===== src/rtl/dr_tx_sync_to_async.sv =====
// dr_tx_sync_to_async: clocked 4-phase return-to-zero injector into a dual-rail pipeline.
// Define DR_TX_TIMEOUT_EN to build the sticky handshake watchdog (err_timeout).
module dr_tx_sync_to_async #(
  parameter int WIDTH          = 4,
  parameter int SYNC_STAGES    = 2,
  parameter int TIMEOUT_CYCLES = 1024
) (
  input  logic               clk,
  input  logic               rst,
  input  logic               in_valid,
  output logic               in_ready,
  input  logic [WIDTH-1:0]   in_data,
  output logic [2*WIDTH-1:0] dr_data,
  input  logic               dr_ack,
  output logic [15:0]        tx_count,
  output logic               err_timeout
);

  localparam int STAGES = (SYNC_STAGES < 2) ? 2 : SYNC_STAGES;

  typedef enum logic [1:0] {
    WAIT_LOW,
    IDLE,
    DATA,
    RTZ
  } state_t;

  state_t             state_q;
  state_t             state_d;
  logic [STAGES-1:0]  ack_sync;
  logic               ack_s;
  logic [2*WIDTH-1:0] data_d;
  logic               tx_inc;

  function automatic logic [2*WIDTH-1:0] encode(input logic [WIDTH-1:0] word);
    logic [2*WIDTH-1:0] rails;
    rails = '0;
    for (int i = 0; i < WIDTH; i++) begin
      rails[2*i +: 2] = word[i] ? 2'b10 : 2'b01;
    end
    return rails;
  endfunction

  // Synchronizer presets to 1 so ack reads high until a genuine low is sampled
  always_ff @(posedge clk or posedge rst) begin
    if (rst) begin
      ack_sync <= '1;
    end else begin
      ack_sync <= {ack_sync[STAGES-2:0], dr_ack};
    end
  end

  assign ack_s = ack_sync[STAGES-1];

  // Ready is withheld while ack_s is high so an IDLE->WAIT_LOW exit never drops a word
  assign in_ready = (state_q == IDLE) && !ack_s;

  always_comb begin
    state_d = state_q;
    data_d  = dr_data;
    tx_inc  = 1'b0;
    case (state_q)
      WAIT_LOW: begin
        data_d = '0;
        if (!ack_s) begin
          state_d = IDLE;
        end
      end
      IDLE: begin
        if (ack_s) begin
          state_d = WAIT_LOW;
        end else if (in_valid) begin
          state_d = DATA;
          data_d  = encode(in_data);
        end
      end
      DATA: begin
        if (ack_s) begin
          state_d = RTZ;
          data_d  = '0;
        end
      end
      RTZ: begin
        if (!ack_s) begin
          state_d = IDLE;
          tx_inc  = 1'b1;
        end
      end
      default: begin
        state_d = WAIT_LOW;
        data_d  = '0;
      end
    endcase
  end

  // All rails switch on one edge; reset forces the spacer without waiting for clk
  always_ff @(posedge clk or posedge rst) begin
    if (rst) begin
      state_q  <= WAIT_LOW;
      dr_data  <= '0;
      tx_count <= '0;
    end else begin
      state_q <= state_d;
      dr_data <= data_d;
      if (tx_inc) begin
        tx_count <= tx_count + 16'd1;
      end
    end
  end

`ifdef DR_TX_TIMEOUT_EN
  logic [31:0] wd_q;
  logic [31:0] wd_d;
  logic        err_q;
  logic        waiting;

  assign waiting = (state_q == DATA) || (state_q == RTZ);

  // Restarts on each entry to DATA or RTZ and saturates at the limit; FSM is never aborted
  always_comb begin
    wd_d = wd_q;
    if ((state_d != state_q) && ((state_d == DATA) || (state_d == RTZ))) begin
      wd_d = '0;
    end else if (waiting && (wd_q != 32'(TIMEOUT_CYCLES))) begin
      wd_d = wd_q + 32'd1;
    end
  end

  always_ff @(posedge clk or posedge rst) begin
    if (rst) begin
      wd_q  <= '0;
      err_q <= 1'b0;
    end else begin
      wd_q <= wd_d;
      if (wd_d == 32'(TIMEOUT_CYCLES)) begin
        err_q <= 1'b1;
      end
    end
  end

  assign err_timeout = err_q;
`else
  if (TIMEOUT_CYCLES < 1) begin : g_timeout_unused
  end

  assign err_timeout = 1'b0;
`endif

endmodule


===== config.mk =====
export PLATFORM = sky130hd
export DESIGN_NAME = dr_tx_sync_to_async
export DESIGN_NICKNAME = d
export VERILOG_FILES = /design/src/rtl/dr_tx_sync_to_async.sv
export SDC_FILE = /design/constraint.sdc
export NUM_CORES = 1
export LEC_CHECK = 0
export BUFFER_PORTS_ARGS = -buffer_cell sky130_fd_sc_hd__buf_2
export CAP_MARGIN = 20
export CELL_PAD_IN_SITES_DETAIL_PLACEMENT = 0
export CELL_PAD_IN_SITES_GLOBAL_PLACEMENT = 1
export CORE_ASPECT_RATIO = 2
export CORE_MARGIN = 8
export CORE_UTILIZATION = 35
export DETAILED_ROUTE_END_ITERATION = 10
export GPL_TIMING_DRIVEN = 0
export HOLD_SLACK_MARGIN = 0.1
export MAX_ROUTING_LAYER = met4
export PLACE_DENSITY = 0.76
export SLEW_MARGIN = 30
export SYNTH_ARGS = -nofsm -noshare
export SYNTH_HDL_FRONTEND = slang
export SYNTH_SLANG_ARGS = --single-unit

===== constraint.sdc =====
create_clock -name clk -period 1.45 [get_ports clk]
set_input_delay 0.2175 -clock clk [delete_from_list [all_inputs] [get_ports clk]]
set_output_delay 0.2175 -clock clk [all_outputs]
set_load 0.005 [all_outputs]

Word level (Yosys, flattened, before mapping)
Index checks and enable logic that the tools add are counted.

Register bits after elaboration: 28. Input bits: 8. Output and inout port bits: 26. Word-level logic and storage cells: 35.

$add $sub $neg: 1. Equality and inequality tests: 8. Muxes and demuxes: 15. Reduce and logical (&&, ||, !) cells: 7.

Operators with widths (count): two-way mux 8 bit (3); case mux 8 bit (3 select lines) (1); adder 16 x 1 -> 16 bit, second input constant (1); two-way mux 2 bit (8); inequality test 2 bit, second input constant (4); case mux 2 bit (3 select lines) (1); == test 2 bit, second input constant (2); AND reduction 4 bit (1); inequality test 3 bit, second input constant (1); AND reduction 3 bit (1); nonzero test 3 bit (1); == test 2 x 1 -> 1 bit, second input constant (1); logical NOT 2 bit (1); two-way mux 1 bit (2); OR reduction 2 bit (1); logical AND 1 bit (1); logical NOT 1 bit (1).

Depth between registers and ports, before layout
Gate-level depths: netlist (run 1).

Depth in word-level cells: 4. Gate-level depth with buffers: 7. Mapped depth without buffers: 6.

Worst setup path after synthesis (run 1)
Ideal clock, no wire load.

Path kind: register -> register. Start: register state_q[0]. End: register tx_count[8]. Library setup time: 126 ps. Data arrival time: 1384 ps. Data required time: 1324 ps. Setup slack: -60 ps. Cell stages (with the launch flop): 7. Buffers on the path: 1. Period minus slack after synthesis: 1510 ps. Cells stage by stage: dfrtp_1 > ha_1 > nor2b_1 > buf_2 > and3_1 > and3_2 > xor2_1.

Cells in the longest elaborated chain, start to end: 2.

Ends and longest elaborated chain: from (decl) (line 28) `state_t state_q;`; from (signal assigned) (line 103) `state_q <= state_d;`; == test 2 bit (line 62) `case (state_q)`; two-way mux 1 bit (line 62); to (signal assigned) (line 106) `tx_count <= tx_count + 16'd1;`; to (decl) (line 15) `output logic [15:0] tx_count,`.

Every way passes these cells. A chain may end at the register's enable or synchronous reset.

Worst setup path after layout (run 1)
Start: register state_q[0]. End: register dr_data[6].

Cells in the longest elaborated chain, start to end: 3. Elaborated cells between the ends (all ways): 9. Those cells by class: 5 x eq/ne; 1 x mux; 3 x reduce/logical.

Ends and longest elaborated chain: == test 2 x 1 -> 1 bit (tied with other cells) (line 62); inequality test 2 bit (no source line) or nonzero test 3 bit (tied branches); AND reduction 4 bit (no source line); to (signal assigned) (line 104) `dr_data <= data_d;`; to (decl) (line 13) `output logic [2*WIDTH-1:0] dr_data,`.

Several ways; a longest one is shown, not always the timed one.

==> impl_metrics.py, run 1 <==
metrics = {
    "run_status": {
        "status": "finished, violations left",
        "violations": "setup timing",
    },
    "worst_setup_path": {
        "worstSetupPathType": "flip-flop to flip-flop",
        "r2r-start": "state_q[0]",
        "reg2reg_setup_slack_ns": -0.01,
        "worst-path-stages": 6,
        "cp-start-kind": "flip-flop",
        "cp-endpoint": "dr_data[6]",
        "r2r_cells": 6,
        "critical_path_buf_inv_count": 2,
        "max_stage_delay_ns": 0.42,
        "cp_top_family": "compound AO/OA/AOI/OAI gates",
        "crit_path_start": "state_q[0]",
        "crit_path_top_delay_cell": "dfrtp_1",
        "worstPathMaxFanout": 5,
        "r2r-end": "dr_data[6]",
        "cp_cell_sequence": "buf_6 > ha_4 > a221o_1 > buf_6 > nand2_1 > o21ai_1",
        "worstPathArrival_ns": 1.63,
        "crit_top_cell": "buf_6",
        "cp.required_ns": 1.62,
        "end_kind": "flip-flop",
    },
    "floorplanning": {
        "coreArea_um2": 3530,
        "die_w_um": 58.6,
        "die_area_um2": 5930,
        "num_io_pins": 34,
        "start_util_pct": 36.0,
        "fp-row-count": 31,
        "die_h_um": 101,
    },
    "power": {
        "ir_drop_uv": 972,
        "p_per_area_nw_per_um2": 1600,
        "p_leak_nw": 0.912,
    },
    "drt": {
        "drc": 0,
        "wl_per_cell_um": 12.3,
        "drt_pass1_iterations": 4,
        "ant_nets": 0,
        "vias": 958,
        "drt_iter0_drc": 14,
        "routed_wl_mm": 2.59,
        "vias_per_cell": 4.54,
    },
    "timing": {
        "relSlewSlack_pct": 62.3,
        "grt_setup_unrepaired": "true",
        "worst_pin_slew_ns": 0.565,
        "fin_crit_sh_pct": 101,
        "fin_ws_ns": -0.0149,
        "max_freq_mhz": 683,
        "final_max_slew_viol_count": 0,
        "setup_viol": 3,
        "post-route-min-period_ns": 1.46,
        "fin_worst_skew_ns": 0.00737,
        "finalHoldViolCount": 0,
    },
    "placed_design": {
        "dp.cells": 196,
        "gp_congestion": 0.703,
        "port_buffers": 32,
        "place_hpwl_mm": 1.85,
        "placed_cell_area_um2": 1510,
    },
    "logic_synthesis": {
        "ys_warn_count": 0,
        "synth_cell_type_count": 27,
        "synth_seq_cells": 28,
        "syn_area_um2": 1270,
        "syn_area_per_cell_um2": 11.0,
        "synth_fp_nets": 128,
        "ys_seq_area_share_pct": 55.4,
        "syn_inst": 115,
    },
    "grt": {
        "grt_pass1_wl_mm": 4.45,
        "antenna_found_initial": 0,
        "grt_max_degree": 29,
        "grt_remaining_overflow": 0,
        "grt_pass1_vias": 995,
        "grt_usage_pct": 9.66,
    },
    "cts": {
        "clkLatencyLatePin_ns": 0.28,
        "cts_tree": "built",
        "root_buffer": "clkbuf_8",
        "cts_buffers": 3,
        "clock_sinks": 28,
        "clk_pin_slew_ns": 0.09,
        "cts_buffer_depth": 2,
        "htree_levels": 1,
    },
    "finish": {
        "fill_cells": 355,
        "multiInputGateArea_um2": 609,
        "antenna-diode-count": 0,
        "fin_nets": 176,
        "fin_cells": 211,
        "drive_above_1_share_pct": 47.5,
        "layout_commonest_cell": "buf_2",
        "areaGrowthSynthToFinish_pct": 38.9,
        "ff_latch_area_um2": 703,
        "final_cell_area_um2": 1760,
        "final_cell_mix": "32 x buf_2, 26 x dfrtp_1, 10 x nand2_1",
    },
    "flow_run": {
        "cap_violations": 0,
    },
    "min_path": {
        "whs_path_depth": 3,
        "hp-class": "input port to flip-flop",
    },
}
==> cells in the mapped netlist <==
cell type	number	share of area, %
dfrtp_1	26	51
a221o_1	1	0.79
xor2_1	6	4.1
and4_1	3	2.1
buf_2	2	0.79
nand4_2	1	0.99
dfstp_2	2	4.1
nand2b_1	5	2.5
nand2_1	18	5.3
nor2b_1	1	0.49
mux2_2	1	0.89
a21oi_1	1	0.39
mux2i_1	2	1.6
conb_1	1	0.30
xnor2_1	9	6.2
and3_2	1	0.59
inv_1	6	1.8
nand3_1	2	0.79
o21ai_0	5	2.0
o21ai_1	4	1.6
and3_4	1	0.89
buf_4	2	1.2
and3_1	3	1.5
a211o_1	1	0.69
nor2_1	3	0.89
nand4_1	3	1.5
ha_1	5	4.9
==> worst min-delay path, cell delays in order <==
cell	delay, ns
buf_2	0.10
nand2_1	0.05
o21ai_1	0.05
==> through the flow <==
stage / setup slack [ns] / hold slack, ns / util, % / TNS, ns / power, mW
2_1_floorplan: 0.000904 / 0.222 / - / 0 / 1.61
3_3_place_gp: -0.138 / 0.323 / 42.7 / -1.19 / 1.89
3_5_place_dp: -0.157 / 0.309 / 42.7 / -1.26 / 1.91
4_1_cts: -0.00684 / 0.174 / 47.6 / -0.0247 / 2.78
5_1_grt: -0.0884 / 0.188 / 50.0 / -1.04 / 3.02
6_report: -0.0149 / 0.183 / 50.0 / -0.0212 / 2.82
==> where the power goes <==
| part | internal [mW] | switching, mW |
|---|---|---|
| Sequential | 0.950 | 0.149 |
| Clock | 0.370 | 0.240 |
| Combinational | 0.579 | 0.533 |
==> area by class of cell <==
type,count,area share [%]
clock buffers,3,2.34
clock inverters,1,1.70
flip-flops and latches,28,39.9
plain buffers,3,1.70
well taps,49,3.48
multi-input cells,77,34.5
repair buffers,44,15.1
inverters,6,1.28
==> routing by layer <==
metal  part of all wire (%)  vias to the layer above  GRT usage, %
met2                     47                       28          15.6
met1                     44                      452          10.7
met5                      0                        -             -
li1                       -                      473             -
met3                    6.8                        5          2.80
met4                    2.1                        0          4.45
==> cell families (layout without fill, tap and decap cells) <==
| group | Yosys count | in the layout | synth area share (%) |
|---|---|---|---|
| buffers and inverters | 10 | 57 | 3.74 |
| AO/OA/AOI/OAI | 12 | 12 | 5.42 |
| XOR/XNOR | 15 | 15 | 10.3 |
| other | 1 | 1 | 0.295 |
| flip-flops | 28 | 28 | 55.4 |
| AND/OR/NAND/NOR | 41 | 41 | 17.4 |
| multiplexers | 3 | 3 | 2.46 |
| adder cells (fa/ha/maj) | 5 | 5 | 4.93 |
==> repair_timing <==
action | 4_1_cts | 5_1_grt
pin swaps | 4 | 9
setup buffers | 6 | 3
hold buffers | 2 | 0
gates cloned | 1 | 0
resized for setup | 16 | 17
setup endpoints to repair | 18 | 18
endpoints found under the hold margin | 27 | 0
==> how the worst min path moves through the flow <==
stage / startpoint / to
finish: in_data[1] / dr_data[3]
global route: in_data[3] / dr_data[7]
CTS: in_data[3] / dr_data[7]
detailed placement: rst / dr_data[6]
global placement: dr_ack / ack_sync[0]
floorplan: dr_ack / ack_sync[0]
==> flip-flops by register name, indices dropped and copies added (netlist names) <==
| name | count |
|---|---|
| state_q | 2 |
| ack_sync | 2 |
| tx_count | 16 |
| dr_data | 8 |
No activity file was read; power rests on OpenSTA's default activity.
==> inputs of run 2 (changes only) <==
--- a/config.mk
+++ b/config.mk
@@ -7,16 +7,14 @@
 export LEC_CHECK = 0
 export BUFFER_PORTS_ARGS = -buffer_cell sky130_fd_sc_hd__buf_2
 export CAP_MARGIN = 20
-export CELL_PAD_IN_SITES_DETAIL_PLACEMENT = 0
-export CELL_PAD_IN_SITES_GLOBAL_PLACEMENT = 1
 export CORE_ASPECT_RATIO = 2
 export CORE_MARGIN = 8
-export CORE_UTILIZATION = 35
+export CORE_UTILIZATION = 37
 export DETAILED_ROUTE_END_ITERATION = 10
 export GPL_TIMING_DRIVEN = 0
 export HOLD_SLACK_MARGIN = 0.1
 export MAX_ROUTING_LAYER = met4
-export PLACE_DENSITY = 0.76
+export PLACE_DENSITY = 0.65
 export SLEW_MARGIN = 30
 export SYNTH_ARGS = -nofsm -noshare
 export SYNTH_HDL_FRONTEND = slang
==> run 2 against run 1 <==
The run still ends with setup timing left. First-iteration DRC count shrank 43%. Die area down 4.3%. Cell area is 2.1% lower. Clock power fell by 23%. Via count rose by 3.8%.
==> impl_metrics.py, run 2 (synthesized netlist as in run 1, its figures left out) <==
metrics = {
    "power": {
        "p_leak_nw": 0.902,
        "ir_drop_uv": 710,
        "p_total_mw": 2.84,
        "p_per_area_nw_per_um2": 1640,
    },
    "floorplanning": {
        "die_area_um2": 5680,
        "die_h_um": 98.9,
        "num_io_pins": 34,
        "coreArea_um2": 3340,
        "fp-row-count": 30,
        "die_w_um": 57.4,
        "start_util_pct": 38.0,
    },
    "worst_setup_path": {
        "cp.required_ns": 1.61,
        "r2r_cells": 6,
        "worstPathMaxFanout": 4,
        "end_kind": "flip-flop",
        "worstPathArrival_ns": 1.67,
        "worstSetupPathType": "flip-flop to flip-flop",
        "r2r-start": "state_q[0]",
        "cp-start-kind": "flip-flop",
        "r2r-end": "tx_count[8]",
        "reg2reg_setup_slack_ns": -0.06,
    },
    "finish": {
        "top_register": "tx_count",
        "antenna-diode-count": 0,
        "final_cell_mix": "32 x buf_2, 25 x dfrtp_1, 11 x buf_4",
        "areaGrowthSynthToFinish_pct": 36.1,
        "fill_cells": 312,
        "postLayoutCoreUtil_pct": 51.7,
        "largest_register_ffs": 16,
        "drive_above_1_share_pct": 49.1,
        "layout_commonest_cell": "buf_2",
        "multiInputGateArea_um2": 607,
        "fin_nets": 177,
        "ff_latch_area_um2": 704,
        "reg_top3": "tx_count x16, dr_data x8",
    },
    "run_status": {
        "violations": "setup timing",
        "status": "finished, violations left",
    },
    "placed_design": {
        "gp_congestion": 0.763,
        "dp_slack_ns": -0.165,
        "place_hpwl_mm": 2.00,
        "port_buffers": 32,
    },
    "grt": {
        "busiest_layer": "met2",
        "grt_pass1_vias": 1052,
        "grt_max_degree": 29,
        "grt_pass1_wl_mm": 4.68,
        "grt_util_met1_pct": 9.78,
        "grt_usage_pct": 10.6,
        "grt_remaining_overflow": 0,
        "use_met3_pct": 3.00,
        "grtUsageMet2_pct": 18.6,
        "antenna_found_initial": 0,
    },
    "timing": {
        "worst_pin_slew_ns": 0.584,
        "post-route-min-period_ns": 1.51,
        "relSlewSlack_pct": 61.0,
        "fin_ws_ns": -0.0608,
        "grt_setup_unrepaired": "true",
        "fin_worst_skew_ns": 0.00396,
        "finalHoldViolCount": 0,
        "tns_ns": -0.520,
        "fin_crit_sh_pct": 104,
        "setup_viol": 13,
        "final_max_slew_viol_count": 0,
        "max_freq_mhz": 662,
    },
    "drt": {
        "ant_nets": 0,
        "drc": 0,
        "vias": 994,
        "vias_per_cell": 5.10,
        "drt_pass1_iterations": 4,
        "drt_iter0_drc": 8,
        "routed_wl_mm": 2.87,
        "wl_per_cell_um": 14.7,
    },
    "cts": {
        "cts_buffers": 3,
        "clock_sinks": 28,
        "clk_pin_slew_ns": 0.09,
        "htree_levels": 1,
        "root_buffer": "clkbuf_8",
        "cts_tree": "built",
        "clkLatencyLatePin_ns": 0.27,
        "cts_buffer_depth": 2,
    },
    "flow_run": {
        "cap_violations": 0,
    },
    "min_path": {
        "min_to": "dr_data[1]",
        "min_from": "in_data[0]",
        "hp-class": "input port to flip-flop",
        "whs_path_depth": 3,
    },
}
==> run 2: through the flow <==
step | cells | instance area, um2 | hold slack (ns)
5_1_grt | 195 | 1730 | 0.167
3_3_place_gp | 179 | 1490 | 0.323
4_1_cts | 188 | 1620 | 0.175
2_1_floorplan | 115 | 1290 | 0.222
6_report | 195 | 1730 | 0.183
3_5_place_dp | 179 | 1490 | 0.321
==> run 2: how the worst max path moves through the flow <==
stage	start	endpoint	slack [ns]	cells after the start
final	state_q[0]	tx_count[8]	-0.06	6
after global routing	state_q[0]	tx_count[8]	-0.1	6
after CTS	state_q[1]	in_ready	-0.05	5
after detailed placement	state_q[0]	dr_data[5]	-0.17	6
after global placement	state_q[1]	dr_data[5]	-0.1	6
after floorplan	state_q[0]	dr_data[2]	0.0009	6
==> run 2: repair_timing <==
action,in CTS,in global routing
resized for setup,12,22
endpoints found under the hold margin,27,0
setup buffers,4,7
gates cloned,0,1
endpoints found under the setup margin,20,14
hold buffers,2,0
pin swaps,2,9
==> run 2: critical path, cell delays in order (launching register included) <==
cell     delay (ns)
dfrtp_2        0.45
buf_4          0.15
ha_4           0.15
nor2b_4        0.13
and3_4         0.19
and3_2         0.20
xor2_1         0.14
==> run 2: power by group <==
group | switching [mW] | internal (mW) | leakage (nW)
clock | 0.228 | 0.243 | 0.0288
combinational | 0.602 | 0.652 | 0.507
sequential | 0.162 | 0.953 | 0.366
total | 0.992 | 1.85 | 0.902
==> run 2: per-layer routing <==
metal  share of wire (%)  routed length (um)  vias up
met2                  54                1540       23
li1                    -                   -      477
met3                 5.0                 144        8
met5                   0                   0        -
met4                 3.1                  88        0
met1                  38                1100      486
==> run 2: area by class of cell <==
type,count,area share (%)
clock buffers,4,3.19
multi-input cells,77,35.1
inverters,6,1.45
plain buffers,2,1.09
well taps,32,2.32
repair buffers,46,16.1
flip-flops and latches,28,40.8
==> inputs of run 3 (changes only) <==
--- a/config.mk
+++ b/config.mk
@@ -14,7 +14,7 @@
 export GPL_TIMING_DRIVEN = 0
 export HOLD_SLACK_MARGIN = 0.1
 export MAX_ROUTING_LAYER = met4
-export PLACE_DENSITY = 0.65
+export PLACE_DENSITY = 0.63
 export SLEW_MARGIN = 30
 export SYNTH_ARGS = -nofsm -noshare
 export SYNTH_HDL_FRONTEND = slang
==> constraint.sdc (replaced) <==
create_clock -name clk -period 1.56 [get_ports clk]
set_input_delay 0.234 -clock clk [delete_from_list [all_inputs] [get_ports clk]]
set_output_delay 0.234 -clock clk [all_outputs]
set_load 0.005 [all_outputs]
==> run 3 against run 2 <==
The run now ends clean. Non-clock buffer count decreased by 7. Critical path depth shrank 1. Sequential share of layout area rose by 2.8 points. Clock-buffer cell count stayed put. Via count is 6.5% lower. Sequential cell count did not move. Wire length increased by 0.10%. Largest cell class unchanged.
==> impl_metrics.py, run 3 (synthesized netlist as in run 1, its figures left out) <==
metrics = {
    "floorplanning": {
        "coreArea_um2": 3340,
        "num_io_pins": 34,
        "start_util_pct": 38.0,
        "die_h_um": 98.9,
        "die_area_um2": 5680,
        "die_w_um": 57.4,
        "fp-row-count": 30,
    },
    "placed_design": {
        "gp_congestion": 0.710,
        "place_hpwl_mm": 2.12,
        "dp_slack_ns": -0.122,
        "placed_cell_area_um2": 1470,
        "port_buffers": 32,
    },
    "worst_setup_path": {
        "crit_path_top_delay_cell": "dfrtp_2",
        "r2r-start": "state_q[0]",
        "r2r_cells": 6,
        "r2r-end": "tx_count[15]",
        "worstPathMaxFanout": 4,
        "cp_cell_sequence": "buf_6 > ha_4 > inv_1 > nor2_2 > buf_2",
        "cp_top_family": "flip-flops",
        "worstSetupPathType": "flip-flop to output pin",
        "max_stage_delay_ns": 0.45,
        "end_kind": "output pin",
        "cp.required_ns": 1.33,
        "critical_path_buf_inv_count": 3,
        "worstPathArrival_ns": 1.26,
        "reg2reg_setup_slack_ns": 0.08,
        "cp-start-kind": "flip-flop",
    },
    "finish": {
        "antenna-diode-count": 0,
        "largest_register_ffs": 16,
        "drive_above_1_share_pct": 38.5,
        "final_cell_mix": "32 x buf_2, 25 x dfrtp_1, 18 x nand2_1",
        "fill_cells": 315,
        "areaGrowthSynthToFinish_pct": 27.4,
        "final_cell_area_um2": 1620,
        "reg_top3": "tx_count x16, dr_data x8",
        "postLayoutCoreUtil_pct": 48.4,
        "fin_nets": 170,
        "layout_commonest_cell": "buf_2",
        "top_register": "tx_count",
    },
    "drt": {
        "drt_iter0_drc": 16,
        "drt_pass1_iterations": 4,
        "ant_nets": 0,
        "routed_wl_mm": 2.87,
        "wl_per_cell_um": 15.3,
        "vias_per_cell": 4.94,
        "drc": 0,
        "vias": 929,
    },
    "min_path": {
        "min_to": "dr_data[1]",
        "min_from": "in_data[0]",
        "whs_path_depth": 3,
        "hp-class": "input port to flip-flop",
    },
    "power": {
        "p_total_mw": 2.39,
        "p_per_area_nw_per_um2": 1480,
        "p_leak_nw": 0.858,
        "ir_drop_uv": 755,
    },
    "cts": {
        "clock_sinks": 28,
        "htree_levels": 1,
        "cts_tree": "built",
        "root_buffer": "clkbuf_8",
        "cts_buffers": 3,
        "cts_buffer_depth": 2,
        "clk_pin_slew_ns": 0.09,
        "clkLatencyLatePin_ns": 0.27,
    },
    "grt": {
        "grt_pass1_wl_mm": 4.71,
        "antenna_found_initial": 0,
        "grt_usage_pct": 10.4,
        "grt_max_degree": 29,
        "grt_remaining_overflow": 0,
        "grt_pass1_vias": 991,
    },
    "timing": {
        "worst_pin_slew_ns": 0.573,
        "tns_ns": 0,
        "finalHoldViolCount": 0,
        "max_freq_mhz": 669,
        "post-route-min-period_ns": 1.50,
        "fin_worst_skew_ns": 0.00328,
        "fin_crit_sh_pct": 95.9,
        "setup_viol": 0,
        "fin_ws_ns": 0.0646,
        "final_max_slew_viol_count": 0,
        "relSlewSlack_pct": 61.7,
    },
    "flow_run": {
        "cap_violations": 0,
    },
    "run_status": {
        "status": "completed",
    },
}
## run 3: metrics by stage
stage / hold WS (ns) / std cells
5_1_grt: 0.203 / 188
4_1_cts: 0.208 / 186
6_report: 0.211 / 188
2_1_floorplan: 0.238 / 115
3_3_place_gp: 0.339 / 179
3_5_place_dp: 0.338 / 179
## run 3: worst max-delay path by stage
stage,from,end,slack [ns],cells past startpoint
2_1_floorplan,state_q[0],tx_count[8],0.05,6
3_3_place_gp,state_q[0],dr_data[3],-0.03,5
3_5_place_dp,state_q[1],dr_data[3],-0.12,6
4_1_cts,state_q[0],in_ready,0.01,5
5_1_grt,state_q[0],tx_count[9],-0.01,6
6_report,state_q[0],in_ready,0.06,5
## run 3: report_power, final
group          total [mW]  internal (mW)  switching (mW)  leakage [nW]
clock network       0.437          0.225           0.212        0.0288
logic               0.920          0.453           0.467         0.463
registers            1.03          0.885           0.144         0.366
## run 3: worst reg2reg max path, cell delays in order (launching register included)
cell and delay (ns):
dfrtp_2 0.42, ha_2 0.20, nor2b_4 0.20, and3_1 0.17
buf_4 0.14, nand4_2 0.11, xnor2_1 0.13
## run 3: timing repair
action / CTS / global route
endpoints found under the setup margin: 15 / 17
pin swaps: 1 / 2
hold endpoints to repair: 27 / 0
gates resized for setup: 7 / 12
setup buffers: 2 / 2
hold buffers: 2 / 0
## run 3: layout make-up
class | count | area (um2) | area share, %
well taps | 32 | 40.0 | 2.47
multi-input cells | 77 | 556 | 34.3
clock buffers | 4 | 55.1 | 3.40
inverters | 6 | 22.5 | 1.39
repair buffers | 38 | 214 | 13.2
flip-flops and latches | 28 | 704 | 43.5
plain buffers | 3 | 26.3 | 1.62
## run 3: metal layers
metal / GRT usage, % / wire (um) / vias up / part of all wire (%)
met5: - / 0 / - / 0
met4: 4.09 / 27 / 0 / 0.94
met3: 2.09 / 119 / 2 / 4.1
met2: 18.6 / 1610 / 20 / 56
met1: 10.6 / 1110 / 446 / 39
li1: - / - / 461 / -
